### config.mk
export PLATFORM = sky130hd
export DESIGN_NAME = ysyx_22041207_mem_arbiter
export DESIGN_NICKNAME = d
export VERILOG_FILES = /design/src/rtl/ysyx_22041207_mem_arbiter_pkg.sv /design/src/rtl/ysyx_22041207_age_counter.sv /design/src/rtl/ysyx_22041207_mem_arbiter.sv
export SDC_FILE = /design/constraint.sdc
export NUM_CORES = 1
export LEC_CHECK = 0
export CAP_MARGIN = 25
export CORE_AREA = 2 2 277 279
export CTS_CLUSTER_DIAMETER = 40
export DETAILED_ROUTE_END_ITERATION = 8
export DIE_AREA = 0 0 279 281
export RECOVER_POWER = 100
export REMOVE_ABC_BUFFERS = 1
export SETUP_SLACK_MARGIN = 0.02
export SYNTH_ARGS = -nofsm -noshare
export SYNTH_HDL_FRONTEND = slang
export SYNTH_SLANG_ARGS = --single-unit
### constraint.sdc
create_clock -name clk -period 1.6 [get_ports clk]
set_clock_uncertainty 0.15 [all_clocks]
set_input_delay 0.32 -clock clk [delete_from_list [all_inputs] [get_ports clk]]
set_output_delay 0.32 -clock clk [all_outputs]
set_load 0.05 [all_outputs]
### src/rtl/ysyx_22041207_mem_arbiter_pkg.sv
// ---------------------------------------------------------------------------
// ysyx_22041207_mem_arbiter_pkg
// Shared definitions for the three-way memory arbiter:
//   arb_state_e   - arbiter FSM states (IDLE, GNT_IF, GNT_MR, GNT_MW)
//   GID_*         - grant identifiers (numerically equal to the grant states)
//   pick_grant()  - priority decision taken in IDLE
// ---------------------------------------------------------------------------
package ysyx_22041207_mem_arbiter_pkg;

   typedef enum logic [1:0] {
      IDLE   = 2'd0,
      GNT_IF = 2'd1,
      GNT_MR = 2'd2,
      GNT_MW = 2'd3
   } arb_state_e;

   localparam logic [1:0] GID_NONE = 2'd0;
   localparam logic [1:0] GID_IF   = 2'd1;
   localparam logic [1:0] GID_MR   = 2'd2;
   localparam logic [1:0] GID_MW   = 2'd3;

   // Aged fetch first, then MEM write > MEM read > IF read.
   function automatic logic [1:0] pick_grant(input logic age_hit,
                                             input logic if_v,
                                             input logic mr_v,
                                             input logic mw_v);
      logic [1:0] gid;
      if (if_v && age_hit)  gid = GID_IF;
      else if (mw_v)        gid = GID_MW;
      else if (mr_v)        gid = GID_MR;
      else if (if_v)        gid = GID_IF;
      else                  gid = GID_NONE;
      return gid;
   endfunction

endpackage

### src/rtl/ysyx_22041207_age_counter.sv
// ---------------------------------------------------------------------------
// ysyx_22041207_age_counter
// Saturating wait-cycle counter for the pending IF read.
//   clk, rst : clock, asynchronous active-high reset
//   inc      : count one more waiting cycle (saturates at limit)
//   clr      : clear to zero (wins over inc)
//   limit    : saturation value; 0 disables hit
//   hit      : count has reached a non-zero limit
//   count    : current age
// ---------------------------------------------------------------------------
module ysyx_22041207_age_counter #(
   parameter int unsigned WIDTH = 4
) (
   input  logic             clk,
   input  logic             rst,
   input  logic             inc,
   input  logic             clr,
   input  logic [WIDTH-1:0] limit,
   output logic             hit,
   output logic [WIDTH-1:0] count
);

   always_ff @(posedge clk or posedge rst) begin
      if (rst)
         count <= '0;
      else if (clr)
         count <= '0;
      else if (inc && (count < limit))
         count <= count + WIDTH'(1);
   end

   assign hit = (limit != '0) && (count == limit);

endmodule

### src/rtl/ysyx_22041207_mem_arbiter.sv
// ---------------------------------------------------------------------------
// ysyx_22041207_mem_arbiter
// Arbitrates one shared memory port between IF read, MEM read and MEM write.
// Fixed priority MEM write > MEM read > IF read, with an aging override so a
// pending fetch wins once it has waited STARVE_LIMIT cycles.
//   clk, rst          : clock, asynchronous active-high reset
//   if_r_*            : IF read requester (request, address/size, read data)
//   mem_r_*           : MEM read requester (same signal set as if_r_*)
//   mem_w_*           : MEM write requester (request, addr/data/strb, done)
//   s_r_*             : shared read port toward the AXI bridge
//   s_w_*             : shared write port toward the AXI bridge
// All outputs are 0 while in IDLE; the granted requester is forwarded
// combinationally until its completion handshake (or an abort before
// acceptance).
// ---------------------------------------------------------------------------
module ysyx_22041207_mem_arbiter
   import ysyx_22041207_mem_arbiter_pkg::*;
#(
   parameter int unsigned DATA_WIDTH   = 64,
   parameter int unsigned ADDR_WIDTH   = 64,
   parameter int unsigned STARVE_LIMIT = 8,
   parameter int unsigned AGE_WIDTH    = 4
) (
   input  logic                    clk,
   input  logic                    rst,
   // IF read
   input  logic                    if_r_valid_i,
   output logic                    if_r_ready_o,
   input  logic [ADDR_WIDTH-1:0]   if_r_addr_i,
   input  logic [7:0]              if_r_size_i,
   output logic [DATA_WIDTH-1:0]   if_r_data_o,
   output logic                    if_r_data_valid_o,
   input  logic                    if_r_data_ready_i,
   // MEM read
   input  logic                    mem_r_valid_i,
   output logic                    mem_r_ready_o,
   input  logic [ADDR_WIDTH-1:0]   mem_r_addr_i,
   input  logic [7:0]              mem_r_size_i,
   output logic [DATA_WIDTH-1:0]   mem_r_data_o,
   output logic                    mem_r_data_valid_o,
   input  logic                    mem_r_data_ready_i,
   // MEM write
   input  logic                    mem_w_valid_i,
   output logic                    mem_w_ready_o,
   input  logic [ADDR_WIDTH-1:0]   mem_w_addr_i,
   input  logic [DATA_WIDTH-1:0]   mem_w_data_i,
   input  logic [DATA_WIDTH/8-1:0] mem_w_strb_i,
   output logic                    mem_w_done_o,
   input  logic                    mem_w_done_ready_i,
   // shared read port
   output logic                    s_r_valid_o,
   input  logic                    s_r_ready_i,
   output logic [ADDR_WIDTH-1:0]   s_r_addr_o,
   output logic [7:0]              s_r_size_o,
   input  logic [DATA_WIDTH-1:0]   s_r_data_i,
   input  logic                    s_r_data_valid_i,
   output logic                    s_r_data_ready_o,
   // shared write port
   output logic                    s_w_valid_o,
   input  logic                    s_w_ready_i,
   output logic [ADDR_WIDTH-1:0]   s_w_addr_o,
   output logic [DATA_WIDTH-1:0]   s_w_data_o,
   output logic [DATA_WIDTH/8-1:0] s_w_strb_o,
   input  logic                    s_w_done_i,
   output logic                    s_w_done_ready_o
);

   arb_state_e state, state_nxt;
   logic       accepted;
   logic       grant_valid, grant_hs, grant_done;
   logic       age_inc, age_clr, age_hit;
   logic [AGE_WIDTH-1:0] age_count;

   // ---------------- state register + accepted flag -----------------------
   always_ff @(posedge clk or posedge rst) begin
      if (rst) begin
         state    <= IDLE;
         accepted <= 1'b0;
      end else begin
         state    <= state_nxt;
         accepted <= (state_nxt == IDLE) ? 1'b0 : (accepted | grant_hs);
      end
   end

   // ---------------- next state + forwarding ------------------------------
   always_comb begin
      state_nxt          = state;
      grant_valid        = 1'b0;
      grant_hs           = 1'b0;
      grant_done         = 1'b0;
      if_r_ready_o       = 1'b0;
      if_r_data_o        = '0;
      if_r_data_valid_o  = 1'b0;
      mem_r_ready_o      = 1'b0;
      mem_r_data_o       = '0;
      mem_r_data_valid_o = 1'b0;
      mem_w_ready_o      = 1'b0;
      mem_w_done_o       = 1'b0;
      s_r_valid_o        = 1'b0;
      s_r_addr_o         = '0;
      s_r_size_o         = '0;
      s_r_data_ready_o   = 1'b0;
      s_w_valid_o        = 1'b0;
      s_w_addr_o         = '0;
      s_w_data_o         = '0;
      s_w_strb_o         = '0;
      s_w_done_ready_o   = 1'b0;

      unique case (state)
         IDLE: begin
            state_nxt = arb_state_e'(pick_grant(age_hit, if_r_valid_i,
                                                mem_r_valid_i, mem_w_valid_i));
         end
         GNT_IF: begin
            s_r_valid_o       = if_r_valid_i;
            s_r_addr_o        = if_r_addr_i;
            s_r_size_o        = if_r_size_i;
            s_r_data_ready_o  = if_r_data_ready_i;
            if_r_ready_o      = s_r_ready_i;
            if_r_data_o       = s_r_data_i;
            if_r_data_valid_o = s_r_data_valid_i;
            grant_valid       = if_r_valid_i;
            grant_hs          = if_r_valid_i && s_r_ready_i;
            grant_done        = s_r_data_valid_i && if_r_data_ready_i;
         end
         GNT_MR: begin
            s_r_valid_o        = mem_r_valid_i;
            s_r_addr_o         = mem_r_addr_i;
            s_r_size_o         = mem_r_size_i;
            s_r_data_ready_o   = mem_r_data_ready_i;
            mem_r_ready_o      = s_r_ready_i;
            mem_r_data_o       = s_r_data_i;
            mem_r_data_valid_o = s_r_data_valid_i;
            grant_valid        = mem_r_valid_i;
            grant_hs           = mem_r_valid_i && s_r_ready_i;
            grant_done         = s_r_data_valid_i && mem_r_data_ready_i;
         end
         GNT_MW: begin
            s_w_valid_o      = mem_w_valid_i;
            s_w_addr_o       = mem_w_addr_i;
            s_w_data_o       = mem_w_data_i;
            s_w_strb_o       = mem_w_strb_i;
            s_w_done_ready_o = mem_w_done_ready_i;
            mem_w_ready_o    = s_w_ready_i;
            mem_w_done_o     = s_w_done_i;
            grant_valid      = mem_w_valid_i;
            grant_hs         = mem_w_valid_i && s_w_ready_i;
            grant_done       = s_w_done_i && mem_w_done_ready_i;
         end
      endcase

      // Release on completion; abort only if the request was never accepted.
      if ((state != IDLE) && ((!accepted && !grant_valid) || grant_done))
         state_nxt = IDLE;
   end

   // ---------------- IF aging ---------------------------------------------
   assign age_inc = if_r_valid_i && (state != GNT_IF);
   assign age_clr = !if_r_valid_i || ((state == IDLE) && (state_nxt == GNT_IF));

   ysyx_22041207_age_counter #(
      .WIDTH (AGE_WIDTH)
   ) u_age (
      .clk   (clk),
      .rst   (rst),
      .inc   (age_inc),
      .clr   (age_clr),
      .limit (AGE_WIDTH'(STARVE_LIMIT)),
      .hit   (age_hit),
      .count (age_count)
   );

endmodule
==> flow_summary.yaml, run 1 <==
global_route:
  grt_start_max_net_pins: 77
  grt_pass1_wl_mm: 60.4
  grt_pass1_vias: 6943
  track_usage_pct: 11.3
  grt-ovfl-total: 0
  grt_antenna_before_repair: 37
floorplan:
  die_h_um: 281
  io_pins: 702
  die_w_um: 279
  num_rows: 101
  start_util_pct: 4.57
  coreArea_um2: 75400
  die_area_um2: 78400
timing:
  fin_ws_ns: -0.654
  clock.fmax_mhz: 444
  fin_crit_ns: 2.25
  fin_crit_sh_pct: 141
  rsz0062_at_grt: "true"
  setup_viol: 353
  worst_slew_pin_slew_ns: 0.284
  hold_viol: 0
  slew_viol_final: 0
  slew_headroom_pct: 81.1
power_and_ir_drop:
  power_switching_uw: 13200
  power_frac_comb_pct: 97.4
  swShare_pct: 48.2
  p_total_uw: 27500
  p_clk_share_pct: 1.6
  leakage_uw: 0.00691
  power_density_nw_per_um2: 1520
  power_frac_seq_pct: 1.0
  ir_drop_mv: 0.955
  p_int_uw: 14200
final_layout:
  drive_gt1_share_pct: 64.5
  syn_to_final_growth_pct: 422
  utilization_pct: 23.9
  seqCellArea_um2: 175
  finalNetCount: 1659
  fillers: 7947
  multi_input_area_um2: 4220
clock_network:
  hold_buffers: 0
  cts_tree: "yes"
  clk_pin_slew_ns: 0.04
  cts_max_level: 1
  cts-root-buf: "clkbuf_16"
  clockBufferDepth: 2
  clock_sink_count: 7
  cts_made_buffers: 3
  clk_latency_ns: 0.24
placed_design:
  portBuffers: 701
  hpwlAfterDp_mm: 41.1
  globalplace.congestion: 0.885
route:
  vias: 7086
  drtPass1Iterations: 4
  totalWireLength_mm: 51.3
  route.detailed.drc: 0
  vias_per_cell: 3.10
  wl_per_cell_um: 22.4
  drt_iter0_drc: 187
  ant_nets: 0
critical_path:
  worstPathArrival_ns: 1.78
  reg2reg_depth: 9
  critical_path_class: "flop to output port"
  r2r-end: "accepted$_DFF_PP0_"
  worstPathMaxFanout: 7
  reg2reg_from: "state[0]$_DFF_PP0_"
  cp.required_ns: 1.13
  startpoint_type: "flop"
  cp-end-kind: "output port"
  regToRegSetupSlack_ns: -0.45
synth:
  yosys.area.top_type: "and2_1"
  synth_area_um2: 3450
  yosysSeqAreaShare_pct: 5.08
  ys_warn_count: 0
  syn_inst: 528
  yosysUniqueCellTypes: 31
  synthTopCellsByArea: "and2_1 49%, a22oi_1 16%, nor2b_1 14%"
  synth_top_area_share_pct: 49.3
  synthArstFlopShare_pct: 100
  synth_area_per_cell_um2: 6.53
  synth-seq-cells: 7
  synth_edf_count: 0
  yosysMostFrequentCell: "and2_1"
  yosys-top-cells-count: "272 x and2_1, 76 x nor2b_1, 74 x a22oi_1"
  ys.flop_type: "dfrtp_1"
outcome:
  violations: "setup timing"
  outcome: "complete, but fails checks"
flow_run:
  cap_violations: 0
worst_hold_path:
  hp-class: "input port to asynchronous set/reset pin"
==> state kept, by name, indices dropped and copies added (netlist names) <==
name and cells:
state 2, u_age.count 4, accepted 1
==> worst max path at each step <==
stage                                  start               end  slack [ns]  cells after the start
after global placement    state[0]$_DFF_PP0_    s_r_addr_o[30]       -0.55                      7
after global routing      state[0]$_DFF_PP0_    s_r_addr_o[51]       -0.71                      6
after detailed placement  state[0]$_DFF_PP0_    s_r_addr_o[30]       -0.56                      7
after CTS                 state[0]$_DFF_PP0_     s_r_addr_o[9]       -0.63                      6
after floorplan           state[1]$_DFF_PP0_  s_r_data_ready_o       -2.53                      4
final                     state[0]$_DFF_PP0_    s_r_addr_o[51]       -0.65                      8
==> power groups by stage <==
stage	registers [uW]	logic [uW]	clock network [uW]
finish	266	26800	435
global route	273	27800	447
CTS	266	23500	437
detailed placement	270	21700	0
global placement	268	21600	0
floorplan	275	9560	0
==> area by class of cell <==
type / instances / share of cell area (%)
antenna: 13 / 0.181
inverter: 6 / 0.125
tap: 978 / 6.79
sequential: 7 / 0.972
clock buffer: 4 / 0.437
multi-input combinational: 461 / 23.4
timing repair buffer: 816 / 68.1
==> layout by cell type (no fill, tap or decap), types with 2 or more instances in the layout <==
cell             instances
and2_1                  41
buf_4                   34
buf_16                   8
nor2b_1                  9
nand2_1                  4
clkdlybuf4s50_1        354
nor2_1                   5
dfrtp_1                  7
buf_12                 365
inv_1                    4
nor2b_2                 57
buf_6                   19
diode_2                 13
and2_4                 230
nor2b_4                 10
ha_1                     3
o21ai_0                  3
a22oi_2                 60
inv_2                    2
a22oi_1                 14
buf_8                   16
ha_4                     5
clkbuf_16               22
==> routing by layer <==
| metal | track usage (%) | part of all wire [%] | vias up |
|---|---|---|---|
| met3 | 6.92 | 14 | 59 |
| met1 | 12.9 | 37 | 3273 |
| met5 | 0 | 0.52 | - |
| met4 | 1.93 | 1.4 | 42 |
| met2 | 18.2 | 47 | 423 |
| li1 | - | - | 3289 |
==> worst max-delay path: stages (launching register included) <==
cell and delay (ns):
dfrtp_1 0.40, inv_2 0.13, ha_4 0.20, buf_16 0.15, buf_8 0.12, a22oi_2 0.07, nor2b_1 0.17, buf_4 0.17
buf_12 0.13
==> cell families after synthesis <==
kind of cell | share of synthesized area, %
buf+inv | 6.86
fa+ha+maj | 2.90
flops | 5.08
compound gates | 18.9
mux | 0.725
simple gates | 65.1
xor+xnor | 0.508
==> through the flow <==
stage | setup TNS, ns | cells | setup WS (ns) | cell area (um2) | hold WS (ns)
after global placement | -122.61 | 2215 | -0.548 | 15600 | 0.382
final | -195.48 | 2285 | -0.654 | 18000 | 0.309
after global routing | -212.58 | 2275 | -0.711 | 18000 | 0.356
after floorplan | -573.33 | 474 | -2.53 | 3240 | -0.0266
after CTS | -197.03 | 2231 | -0.635 | 16400 | 0.188
after detailed placement | -128.18 | 2215 | -0.564 | 15600 | 0.398
==> timing repair <==
action / 4_1_cts / 5_1_grt
pin swaps: 5 / 18
endpoints found under the setup margin: 353 / 353
setup buffers: 7 / 19
cloned: 6 / 24
gates resized for setup: 171 / 290
(Power assumes the default switching activity.)
==> inputs of run 2 (changes only) <==
--- a/config.mk
+++ b/config.mk
@@ -6,10 +6,13 @@
 export NUM_CORES = 1
 export LEC_CHECK = 0
 export CAP_MARGIN = 25
-export CORE_AREA = 2 2 277 279
+export CELL_PAD_IN_SITES_DETAIL_PLACEMENT = 1
+export CELL_PAD_IN_SITES_GLOBAL_PLACEMENT = 1
+export CORE_AREA = 2 2 276 278
 export CTS_CLUSTER_DIAMETER = 40
 export DETAILED_ROUTE_END_ITERATION = 8
-export DIE_AREA = 0 0 279 281
+export DIE_AREA = 0 0 278 280
+export PLACE_DENSITY_LB_ADDON = 0.1
 export RECOVER_POWER = 100
 export REMOVE_ABC_BUFFERS = 1
 export SETUP_SLACK_MARGIN = 0.02
==> run 2 against run 1 <==
The run still ends with setup timing left; sequential share of layout area hardly changed; combinational power increased by 7%; register-to-register slack got worse by 0.07 ns; flip-flop and latch count unchanged; utilization rose by 0.36 points; highest routed layer is now met4.
==> flow_summary.yaml, run 2 (synthesized netlist as in run 1, its figures left out) <==
worst_hold_path:
  hp-class: "input port to asynchronous set/reset pin"
critical_path:
  cp-end-kind: "output port"
  max_stage_delay_ns: 0.39
  critical_path_class: "flop to output port"
  startpoint_type: "flop"
  worstPathMaxFanout: 16
  cpMaxStageDelayCell: "dfrtp_1"
  path_common_cell: "buf_12"
  worstPathArrival_ns: 1.78
  cp_cell_sequence: "buf_4 -> ha_4 -> buf_12 -> a22oi_2 -> nor2b_4 -> buf_12"
  regToRegSetupSlack_ns: -0.52
  cp.required_ns: 1.13
clock_network:
  clockBufferDepth: 2
  cts_tree: "yes"
  clock_sink_count: 7
  cts-root-buf: "clkbuf_16"
  clk_pin_slew_ns: 0.04
  clk_latency_ns: 0.23
  cts_made_buffers: 3
  cts_max_level: 1
floorplan:
  io_pins: 702
  num_rows: 101
  die_w_um: 278
  die_area_um2: 77800
  die_h_um: 280
  coreArea_um2: 75200
  start_util_pct: 4.59
power_and_ir_drop:
  power_density_nw_per_um2: 1610
  leakage_uw: 0.00700
  ir_drop_mv: 0.762
final_layout:
  finalNetCount: 1643
  top_register: "u_age.count"
  multi_input_area_um2: 4530
  top_regs: "u_age.count x4, state x2, accepted x1"
  fillers: 8278
  drive_gt1_share_pct: 63.9
  utilization_pct: 24.2
  syn_to_final_growth_pct: 428
  final_cell_mix: "373 x buf_12, 354 x clkdlybuf4s50_1, 214 x and2_4"
  largest_reg_flops: 4
  post-route-cell-area_um2: 18200
  seqCellArea_um2: 175
  final_common_cell: "buf_12"
placed_design:
  hpwlAfterDp_mm: 39.8
  portBuffers: 701
  globalplace.congestion: 0.820
  pre_cts_ws_ns: -0.504
  place_area_um2: 15500
route:
  vias: 6833
  totalWireLength_mm: 51.3
  drtPass1Iterations: 4
  route.detailed.drc: 0
  drt_iter0_drc: 138
  wl_per_cell_um: 22.7
  ant_nets: 0
  vias_per_cell: 3.02
timing:
  slew_viol_final: 0
  worst_slew_pin_slew_ns: 0.358
  slew_headroom_pct: 76.1
  fin_crit_ns: 2.25
  rsz0062_at_grt: "true"
  clock.fmax_mhz: 443
  fin_crit_sh_pct: 141
  hold_viol: 0
  setup_viol: 353
  fin_ws_ns: -0.655
  whs_ns: 0.339
  tns_ns: -192.69
global_route:
  grt_pass1_vias: 7289
  grt_antenna_before_repair: 5
  grt-ovfl-total: 0
  grt_pass1_wl_mm: 64.2
  track_usage_pct: 11.8
  grt_start_max_net_pins: 48
outcome:
  outcome: "complete, but fails checks"
  violations: "setup timing"
flow_run:
  cap_violations: 0
==> run 2: changes by cell type in the layout (fill, tap and decap cells not counted), sizes merged <==
cell    change
buf        -10
bufbuf      +2
clkbuf      -8
diode       -8
==> run 2: final timing paths <==
check | from | endpoint | cells after the start
min in group clk | u_age.count[2]$_DFFE_PP0P_ | u_age.count[2]$_DFFE_PP0P_ | 2
max in group asynchronous | rst | state[0]$_DFF_PP0_ | 2
hold reg to reg | u_age.count[2]$_DFFE_PP0P_ | u_age.count[2]$_DFFE_PP0P_ | 2
setup / recovery | state[1]$_DFF_PP0_ | s_r_addr_o[50] | 6
setup reg to reg | state[0]$_DFF_PP0_ | state[0]$_DFF_PP0_ | 9
hold / removal | rst | u_age.count[2]$_DFFE_PP0P_ | 2
==> run 2: worst max-delay path: cells and delay by family, from the launching register on <==
family	cells	cell delay [ns]
buffers and inverters	3	0.49
flip-flops	1	0.39
AO/OA/AOI/OAI	1	0.34
adder cells (fa/ha/maj)	1	0.22
AND/OR/NAND/NOR	1	0.08
==> run 2: timing repair <==
item / 4_1_cts / 5_1_grt
pin swaps: 4 / 22
gates cloned: 15 / 13
endpoints found under the setup margin: 353 / 353
setup buffers: 13 / 16
resized for setup: 207 / 278
hold buffers: 0 / 0
==> run 2: through the flow <==
step,total power (uW),std cells
2_1_floorplan,9840,474
3_3_place_gp,22500,2198
3_5_place_dp,22500,2198
4_1_cts,25900,2230
5_1_grt,30500,2260
6_report,29400,2261
==> run 2: layer usage <==
layer | wire length [um] | track usage, % | vias to the layer above
met3 | 2070 | 1.92 | 28
li1 | - | - | 3237
met4 | 675 | 1.91 | 0
met2 | 29700 | 23.9 | 237
met5 | 0 | 0 | -
met1 | 18800 | 12.8 | 3331
==> run 2: cell type report <==
type / instances / area share, %
Antenna cell: 5 / 0.0687
Clock buffer: 4 / 0.433
Inverter: 6 / 0.124
Multi-Input combinational cell: 461 / 24.8
Sequential cell: 7 / 0.961
Tap cell: 978 / 6.71
Timing Repair Buffer: 800 / 66.9
==> run 2: report_power, final <==
group,internal [uW],leakage [uW],switching [uW],total (uW)
registers,232,0.0000939,33.8,266
clock network,332,0.0000382,100,433
logic,14600,0.00687,14100,28700
